<file path="config.mk">
export PLATFORM = sky130hd
export DESIGN_NAME = twi_frame_monitor_flat
export DESIGN_NICKNAME = d
export VERILOG_FILES = /design/src/rtl/twi_frame_monitor_pkg.sv /design/src/rtl/twi_frame_monitor_if.sv /design/src/rtl/twi_frame_monitor_edge_detect.sv /design/src/rtl/twi_frame_monitor.sv /design/src/flat_wrapper.sv
export SDC_FILE = /design/constraint.sdc
export NUM_CORES = 1
export LEC_CHECK = 0
export CAP_MARGIN = 20
export CORE_MARGIN = 2
export CORE_UTILIZATION = 30
export CTS_CLUSTER_SIZE = 25
export DETAILED_ROUTE_END_ITERATION = 10
export GPL_TIMING_DRIVEN = 1
export MAX_ROUTING_LAYER = met4
export PLACE_DENSITY = 0.48
export SLEW_MARGIN = 20
export SYNTH_ARGS = -nofsm -noshare
export SYNTH_HDL_FRONTEND = slang
export SYNTH_SLANG_ARGS = --single-unit
</file>
<file path="constraint.sdc">
create_clock -name clk -period 2.5 [get_ports clk]
set_input_delay 0.625 -clock clk [delete_from_list [all_inputs] [get_ports clk]]
set_output_delay 0.625 -clock clk [all_outputs]
set_load 0.005 [all_outputs]
</file>
<file path="src/rtl/twi_frame_monitor_pkg.sv">
// Shared types and constants for the TWI frame monitor.
package twi_mon_pkg;

    typedef enum logic [1:0] {IDLE, ACTIVE, IGNORE} state_t;

    localparam int BITS_PER_BYTE = 8;
    localparam int ACK_BIT_IDX   = 8;
    localparam int IDX_W         = 16;  // widest byte index a record can carry

    typedef struct packed {
        logic [BITS_PER_BYTE-1:0] data;
        logic                     is_addr;
        logic                     ack;
        logic [IDX_W-1:0]         index;
    } byte_rec_t;

endpackage

</file>
<file path="src/rtl/twi_frame_monitor_if.sv">
// Byte output channel: valid/ready handshake plus the decoded byte fields.
interface twi_frame_monitor_if #(
    parameter int CNT_W = 8
);
    logic             out_valid;
    logic             out_ready;
    logic [7:0]       out_data;
    logic             out_is_addr;
    logic             out_ack;
    logic [CNT_W-1:0] out_index;

    modport master (output out_valid, out_data, out_is_addr, out_ack, out_index,
                    input  out_ready);
    modport slave  (input  out_valid, out_data, out_is_addr, out_ack, out_index,
                    output out_ready);
endinterface

</file>
<file path="src/rtl/twi_frame_monitor_edge_detect.sv">
// Bus condition decoder: SCL rising edge, START and STOP from registered levels.
module twi_edge_detect (
    input  logic clk,
    input  logic reset,
    input  logic scl_in,
    input  logic sda_in,
    output logic rise_scl,
    output logic start,
    output logic stop
);
    logic scl_q, sda_q;

    always_ff @(posedge clk or posedge reset) begin
        if (reset) begin
            scl_q <= 1'b1;
            sda_q <= 1'b1;
        end else begin
            scl_q <= scl_in;
            sda_q <= sda_in;
        end
    end

    // START/STOP need SCL high on both samples, so a simultaneous SCL/SDA
    // change while SCL was low only ever reads as a clock edge.
    assign rise_scl = !scl_q & scl_in;
    assign start    = scl_q & scl_in & sda_q & !sda_in;
    assign stop     = scl_q & scl_in & !sda_q & sda_in;
endmodule

</file>
<file path="src/rtl/twi_frame_monitor.sv">
// Passive TWI frame decoder with a 1-entry byte output register.
// Optional address filtering is enabled by defining TWI_ADDR_FILTER_EN.
module twi_frame_monitor
    import twi_mon_pkg::*;
#(
    parameter int CNT_W = 8
`ifdef TWI_ADDR_FILTER_EN
    , parameter logic [6:0] MATCH_ADDR = 7'h50
`endif
) (
    input  logic                clk,
    input  logic                reset,
    input  logic                scl_in,
    input  logic                sda_in,
    input  logic                clr_flags,
    twi_frame_monitor_if.master out_if,
    output logic                start_pulse,
    output logic                stop_pulse,
    output logic                bus_busy,
    output logic                overrun,
    output logic                abort
);
    localparam int BC_W = $clog2(ACK_BIT_IDX + 1);

    logic rise_scl, start_det, stop_det;

    twi_edge_detect u_edge (
        .clk      (clk),
        .reset    (reset),
        .scl_in   (scl_in),
        .sda_in   (sda_in),
        .rise_scl (rise_scl),
        .start    (start_det),
        .stop     (stop_det)
    );

    state_t                   state, state_nx;
    logic [BC_W-1:0]          bit_cnt, bit_cnt_nx;
    logic [CNT_W-1:0]         byte_cnt, byte_cnt_nx;
    logic                     first, first_nx;
    logic [BITS_PER_BYTE-1:0] shreg, shreg_nx;
    logic                     complete, start_evt, stop_evt, abort_set;

    always_comb begin
        state_nx    = state;
        bit_cnt_nx  = bit_cnt;
        byte_cnt_nx = byte_cnt;
        first_nx    = first;
        shreg_nx    = shreg;
        complete    = 1'b0;
        start_evt   = 1'b0;
        stop_evt    = 1'b0;
        abort_set   = 1'b0;
        unique case (state)
            IDLE: begin
                if (start_det) begin
                    state_nx    = ACTIVE;
                    bit_cnt_nx  = '0;
                    byte_cnt_nx = '0;
                    first_nx    = 1'b1;
                    start_evt   = 1'b1;
                end else if (stop_det) begin
                    stop_evt = 1'b1;
                end
            end
            ACTIVE: begin
                if (start_det) begin
                    abort_set   = (bit_cnt != '0);
                    bit_cnt_nx  = '0;
                    byte_cnt_nx = '0;
                    first_nx    = 1'b1;
                    start_evt   = 1'b1;
                end else if (stop_det) begin
                    abort_set  = (bit_cnt != '0);
                    bit_cnt_nx = '0;
                    stop_evt   = 1'b1;
                    state_nx   = IDLE;
                end else if (rise_scl) begin
                    if (bit_cnt == BC_W'(ACK_BIT_IDX)) begin
                        complete    = 1'b1;
                        bit_cnt_nx  = '0;
                        first_nx    = 1'b0;
                        byte_cnt_nx = (&byte_cnt) ? byte_cnt : byte_cnt + 1'b1;
`ifdef TWI_ADDR_FILTER_EN
                        if (first && (shreg[7:1] != MATCH_ADDR)) begin
                            complete = 1'b0;
                            state_nx = IGNORE;
                        end
`endif
                    end else begin
                        shreg_nx   = {shreg[BITS_PER_BYTE-2:0], sda_in};
                        bit_cnt_nx = bit_cnt + 1'b1;
                    end
                end
            end
`ifdef TWI_ADDR_FILTER_EN
            IGNORE: begin
                if (start_det) begin
                    state_nx    = ACTIVE;
                    bit_cnt_nx  = '0;
                    byte_cnt_nx = '0;
                    first_nx    = 1'b1;
                    start_evt   = 1'b1;
                end else if (stop_det) begin
                    state_nx = IDLE;
                    stop_evt = 1'b1;
                end
            end
`endif
            default: state_nx = IDLE;
        endcase
    end

    always_ff @(posedge clk or posedge reset) begin
        if (reset) begin
            state              <= IDLE;
            bit_cnt            <= '0;
            byte_cnt           <= '0;
            first              <= 1'b0;
            shreg              <= '0;
            start_pulse        <= 1'b0;
            stop_pulse         <= 1'b0;
            bus_busy           <= 1'b0;
            overrun            <= 1'b0;
            abort              <= 1'b0;
            out_if.out_valid   <= 1'b0;
            out_if.out_data    <= '0;
            out_if.out_is_addr <= 1'b0;
            out_if.out_ack     <= 1'b0;
            out_if.out_index   <= '0;
        end else begin
            state       <= state_nx;
            bit_cnt     <= bit_cnt_nx;
            byte_cnt    <= byte_cnt_nx;
            first       <= first_nx;
            shreg       <= shreg_nx;
            start_pulse <= start_evt;
            stop_pulse  <= stop_evt;
            bus_busy    <= (state_nx != IDLE);

            // A completed byte replaces the held one only if the slot frees up
            // this cycle; otherwise the newcomer is dropped.
            if (complete && (!out_if.out_valid || out_if.out_ready)) begin
                out_if.out_valid   <= 1'b1;
                out_if.out_data    <= shreg;
                out_if.out_is_addr <= first;
                out_if.out_ack     <= !sda_in;
                out_if.out_index   <= byte_cnt;
            end else if (out_if.out_valid && out_if.out_ready) begin
                out_if.out_valid <= 1'b0;
            end

            if (complete && out_if.out_valid && !out_if.out_ready)
                overrun <= 1'b1;
            else if (clr_flags)
                overrun <= 1'b0;

            if (abort_set)
                abort <= 1'b1;
            else if (clr_flags)
                abort <= 1'b0;
        end
    end
endmodule

</file>
<file path="src/flat_wrapper.sv">
// flat-port wrapper written by rule: the top's interface ports become plain ports
module twi_frame_monitor_flat import twi_mon_pkg::*;
#(
    parameter int CNT_W = 8

)
  (clk, reset, scl_in, sda_in, clr_flags, start_pulse, stop_pulse, bus_busy, overrun, abort, out_if_out_valid, out_if_out_data, out_if_out_is_addr, out_if_out_ack, out_if_out_index, out_if_out_ready);
  twi_frame_monitor_if #(.CNT_W(CNT_W)) out_if_i ();
  input  logic clk;
  input  logic reset;
  input  logic scl_in;
  input  logic sda_in;
  input  logic clr_flags;
  output logic start_pulse;
  output logic stop_pulse;
  output logic bus_busy;
  output logic overrun;
  output logic abort;
  output wire logic [$bits(out_if_i.out_valid)-1:0] out_if_out_valid;
  output wire logic [$bits(out_if_i.out_data)-1:0] out_if_out_data;
  output wire logic [$bits(out_if_i.out_is_addr)-1:0] out_if_out_is_addr;
  output wire logic [$bits(out_if_i.out_ack)-1:0] out_if_out_ack;
  output wire logic [$bits(out_if_i.out_index)-1:0] out_if_out_index;
  input wire logic [$bits(out_if_i.out_ready)-1:0] out_if_out_ready;
  assign out_if_out_valid = out_if_i.out_valid;
  assign out_if_out_data = out_if_i.out_data;
  assign out_if_out_is_addr = out_if_i.out_is_addr;
  assign out_if_out_ack = out_if_i.out_ack;
  assign out_if_out_index = out_if_i.out_index;
  assign out_if_i.out_ready = out_if_out_ready;
  twi_frame_monitor #(.CNT_W(CNT_W)) u_core (.clk(clk), .reset(reset), .scl_in(scl_in), .sda_in(sda_in), .clr_flags(clr_flags), .out_if(out_if_i), .start_pulse(start_pulse), .stop_pulse(stop_pulse), .bus_busy(bus_busy), .overrun(overrun), .abort(abort));
endmodule
</file>
==> run metrics <==
clock net sink count=49; hold violation count in the final report=0; post-synth top area share=0.514; clock-pin slew of the registers on the worst-case setup and hold paths=0.09 ns; Starting Density=0.312; final setup violation count=0; setup bufs post-CTS=0; endpoint required time on the critical path=2.68 ns; cell area after placement=2700 µm²; worst setup path class=in2reg; Mapped Area=2290 µm²; number of top-level design ports=30; clock root cell=sky130_fd_sc_hd__clkbuf_8; most used flip-flop cell after synthesis=sky130_fd_sc_hd__dfrtp_1; fraction of final layout cells sized beyond drive strength 1=0.230; clk buf depth=2; cells after synthesis=178; Leak Pwr=1.22 nW; type of destination of the critical path=register; CP arrival=2.29 ns; number of remaining DRC errors=0; maximum net fanout on the critical path=13; worst slew margin relative to its limit=0.561; final net count=222; Distinct cells, synth=47; adder and majority gate portion of the synthesized area=0.0164; antenna cell count=0; number of hold buffers added after cts=0; final critical path time including I/O delays and setup=2.11 ns; total number of yosys warnings=0; initial drt markers=95; unrepaired setup endpoints after global routing=no; synthesized area divided by synthesized cell count=12.8 µm²; max-cap violations=0; TritonCTS clock tree=built; Yosys reg bits=49; main combinational cell family by area after synthesis=multiplexers; cell area after layout=2780 µm²; Post-Syn Nets=187; area of the die=8340 µm²; status=completed; xor/xnor share of the synthesized area=0.00383; fin crit share=0.843; Pwr Density=532 nW/µm²; core region area=7330 µm²; total half-perimeter wirelength after legalization and detailed placement=3170 µm; simple-gate share of the synthesized area=0.110; number of max-slew violations in the final report=0; share of synthesized area occupied by flip-flops and latches=0.537; compound-cell area share of the yosys netlist=0.126; first-pass iteration count of the detailed router=4; vias in the first global route=1542; Total Routing Usage GR=0.121; Worst Max-Slew Pin Slew=0.658 ns; vias after detailed routing=1446; EDFF count, synth=0; routed wirelength normalized by instance count=14.4 µm; maximum level of the CTS H-tree=2; setup skew after layout=0.00654 ns; RD Place Congestion=0.782; worst min-delay path class=reg2reg; total clock buffers created by CTS=5; pin count of the biggest net entering global routing=32; total of cells resized after clock tree synthesis=0; later-pin clock latency in the skew report=0.30 ns; share of synthesized flip-flops with an asynchronous set or reset=1.00; mean number of vias per cell=4.63; global-route wire length before repair=7840 µm; Critical Path Source Type=primary input; initial antenna violation count=0; maximum operating frequency=0.474 GHz; antenna viol nets, final=0; width of the die=91.3 µm; Layout area overhead=21.7%; area leader, netlist=sky130_fd_sc_hd__dfrtp_1; Die Ht=91.3 µm; count of standard-cell rows=31; Port Buffer Count=29; dominant cells by area after synthesis=sky130_fd_sc_hd__dfrtp_1, sky130_fd_sc_hd__mux2_2, sky130_fd_sc_hd__mux2_4, sky130_fd_sc_hd__inv_1, sky130_fd_sc_hd__dfstp_2; worst ir drop on vdd=0.308 mV; multiplexer area fraction after synthesis=0.153; post-route setup TNS=0 ns; total detailed-routing wirelength=4490 µm; sum of overflow across all layers after global routing=0
==> worst max-delay path: stages <==
cell and delay (ns):
sky130_fd_sc_hd__clkdlybuf4s50_1 0.60, sky130_fd_sc_hd__and2b_4 0.24, sky130_fd_sc_hd__nand3_4 0.09, sky130_fd_sc_hd__nor2b_2 0.19
sky130_fd_sc_hd__buf_12 0.19, sky130_fd_sc_hd__mux2_2 0.34
==> through the flow <==
step	cells	worst slack, ns	hold WS (ns)	util	total power [W]
2_1_floorplan	178	0.705	0.450	-	0.000965
3_3_place_gp	305	0.0873	0.490	0.368	0.00102
3_5_place_dp	305	0.0512	0.491	0.368	0.00102
4_1_cts	312	0.374	0.517	0.380	0.00150
5_1_grt	312	0.300	0.529	0.380	0.00156
6_report	312	0.391	0.513	0.380	0.00148
==> synth_stat cells (3+ instances only) <==
| library cell | count |
|---|---|
| sky130_fd_sc_hd__a31oi_1 | 6 |
| sky130_fd_sc_hd__nand3_1 | 7 |
| sky130_fd_sc_hd__dfrtp_1 | 47 |
| sky130_fd_sc_hd__nand2_1 | 7 |
| sky130_fd_sc_hd__nand4_1 | 3 |
| sky130_fd_sc_hd__buf_6 | 3 |
| sky130_fd_sc_hd__o22ai_1 | 4 |
| sky130_fd_sc_hd__and3_1 | 3 |
| sky130_fd_sc_hd__ha_1 | 3 |
| sky130_fd_sc_hd__nand2b_1 | 3 |
| sky130_fd_sc_hd__o211ai_1 | 3 |
| sky130_fd_sc_hd__mux2_4 | 10 |
| sky130_fd_sc_hd__a21oi_1 | 4 |
| sky130_fd_sc_hd__mux2_2 | 16 |
| sky130_fd_sc_hd__o21ai_0 | 5 |
| sky130_fd_sc_hd__inv_1 | 16 |
==> worst paths after layout <==
path,from,to,slack (ns),cells after the start
max in group asynchronous,reset,u_core.state[0],1.35,3
hold reg to reg,u_core.out_if.out_index[3],u_core.out_if.out_index[3],0.51,1
hold / removal,u_core.out_if.out_index[3],u_core.out_if.out_index[3],0.51,1
setup reg to reg,u_core.bit_cnt[1],u_core.out_if.out_data[4],0.56,7
setup / recovery,scl_in,u_core.out_if.out_data[4],0.39,6
min in group asynchronous,reset,u_core.bit_cnt[3],0.64,2
==> power by group <==
group | switching (W) | internal, W | leakage, nW
sequential | 0.0000398 | 0.000827 | 0.668
clock | 0.000258 | 0.000220 | 0.0443
combinational | 0.0000750 | 0.0000618 | 0.509
==> cells in the final DEF, fill, tap and decap left out, drive strengths merged, types with 4 or more instances in the layout <==
master | netlist | layout
a21oi | 5 | 5
a31oi | 6 | 6
buf | 5 | 4
clkbuf | 0 | 7
clkdlybuf4s50 | 0 | 29
dfrtp | 47 | 47
inv | 16 | 16
mux2 | 26 | 26
nand2 | 7 | 7
nand3 | 8 | 8
o21ai | 5 | 5
o22ai | 4 | 4
==> cell type report <==
| type | count | area [µm²] |
|---|---|---|
| Fill cell | 710 | 4550 |
| Sequential cell | 49 | 1230 |
| Multi-Input combinational cell | 108 | 940 |
| Timing Repair Buffer | 33 | 345 |
| Tap cell | 99 | 124 |
| Clock buffer | 7 | 86.3 |
| Inverter | 16 | 60.1 |
==> layer usage <==
layer | vias to the layer above | track usage | wire, µm
met4 | 0 | 0.0341 | 17
met2 | 31 | 0.178 | 2070
met3 | 2 | 0.0274 | 193
li1 | 718 | - | -
met1 | 695 | 0.169 | 2220
met5 | - | - | 0
==> flip-flops by register name, summed over array words and instances, names as in the netlist, 2 cells and up <==
register                 flops
u_core.state                 2
u_core.out_if.out_data       8
u_core.bit_cnt               4
u_core.byte_cnt              8
u_core.shreg                 8
u_core.out_if.out_index      8
==> kinds of logic after synthesis <==
| family | Yosys count |
|---|---|
| AO/OA/AOI/OAI | 38 |
| flip-flops | 49 |
| other | 1 |
| multiplexers | 28 |
| AND/OR/NAND/NOR | 37 |
| adder cells (fa/ha/maj) | 3 |
| XOR/XNOR | 1 |
| buffers and inverters | 21 |
Power figures use the tool's default switching activity.
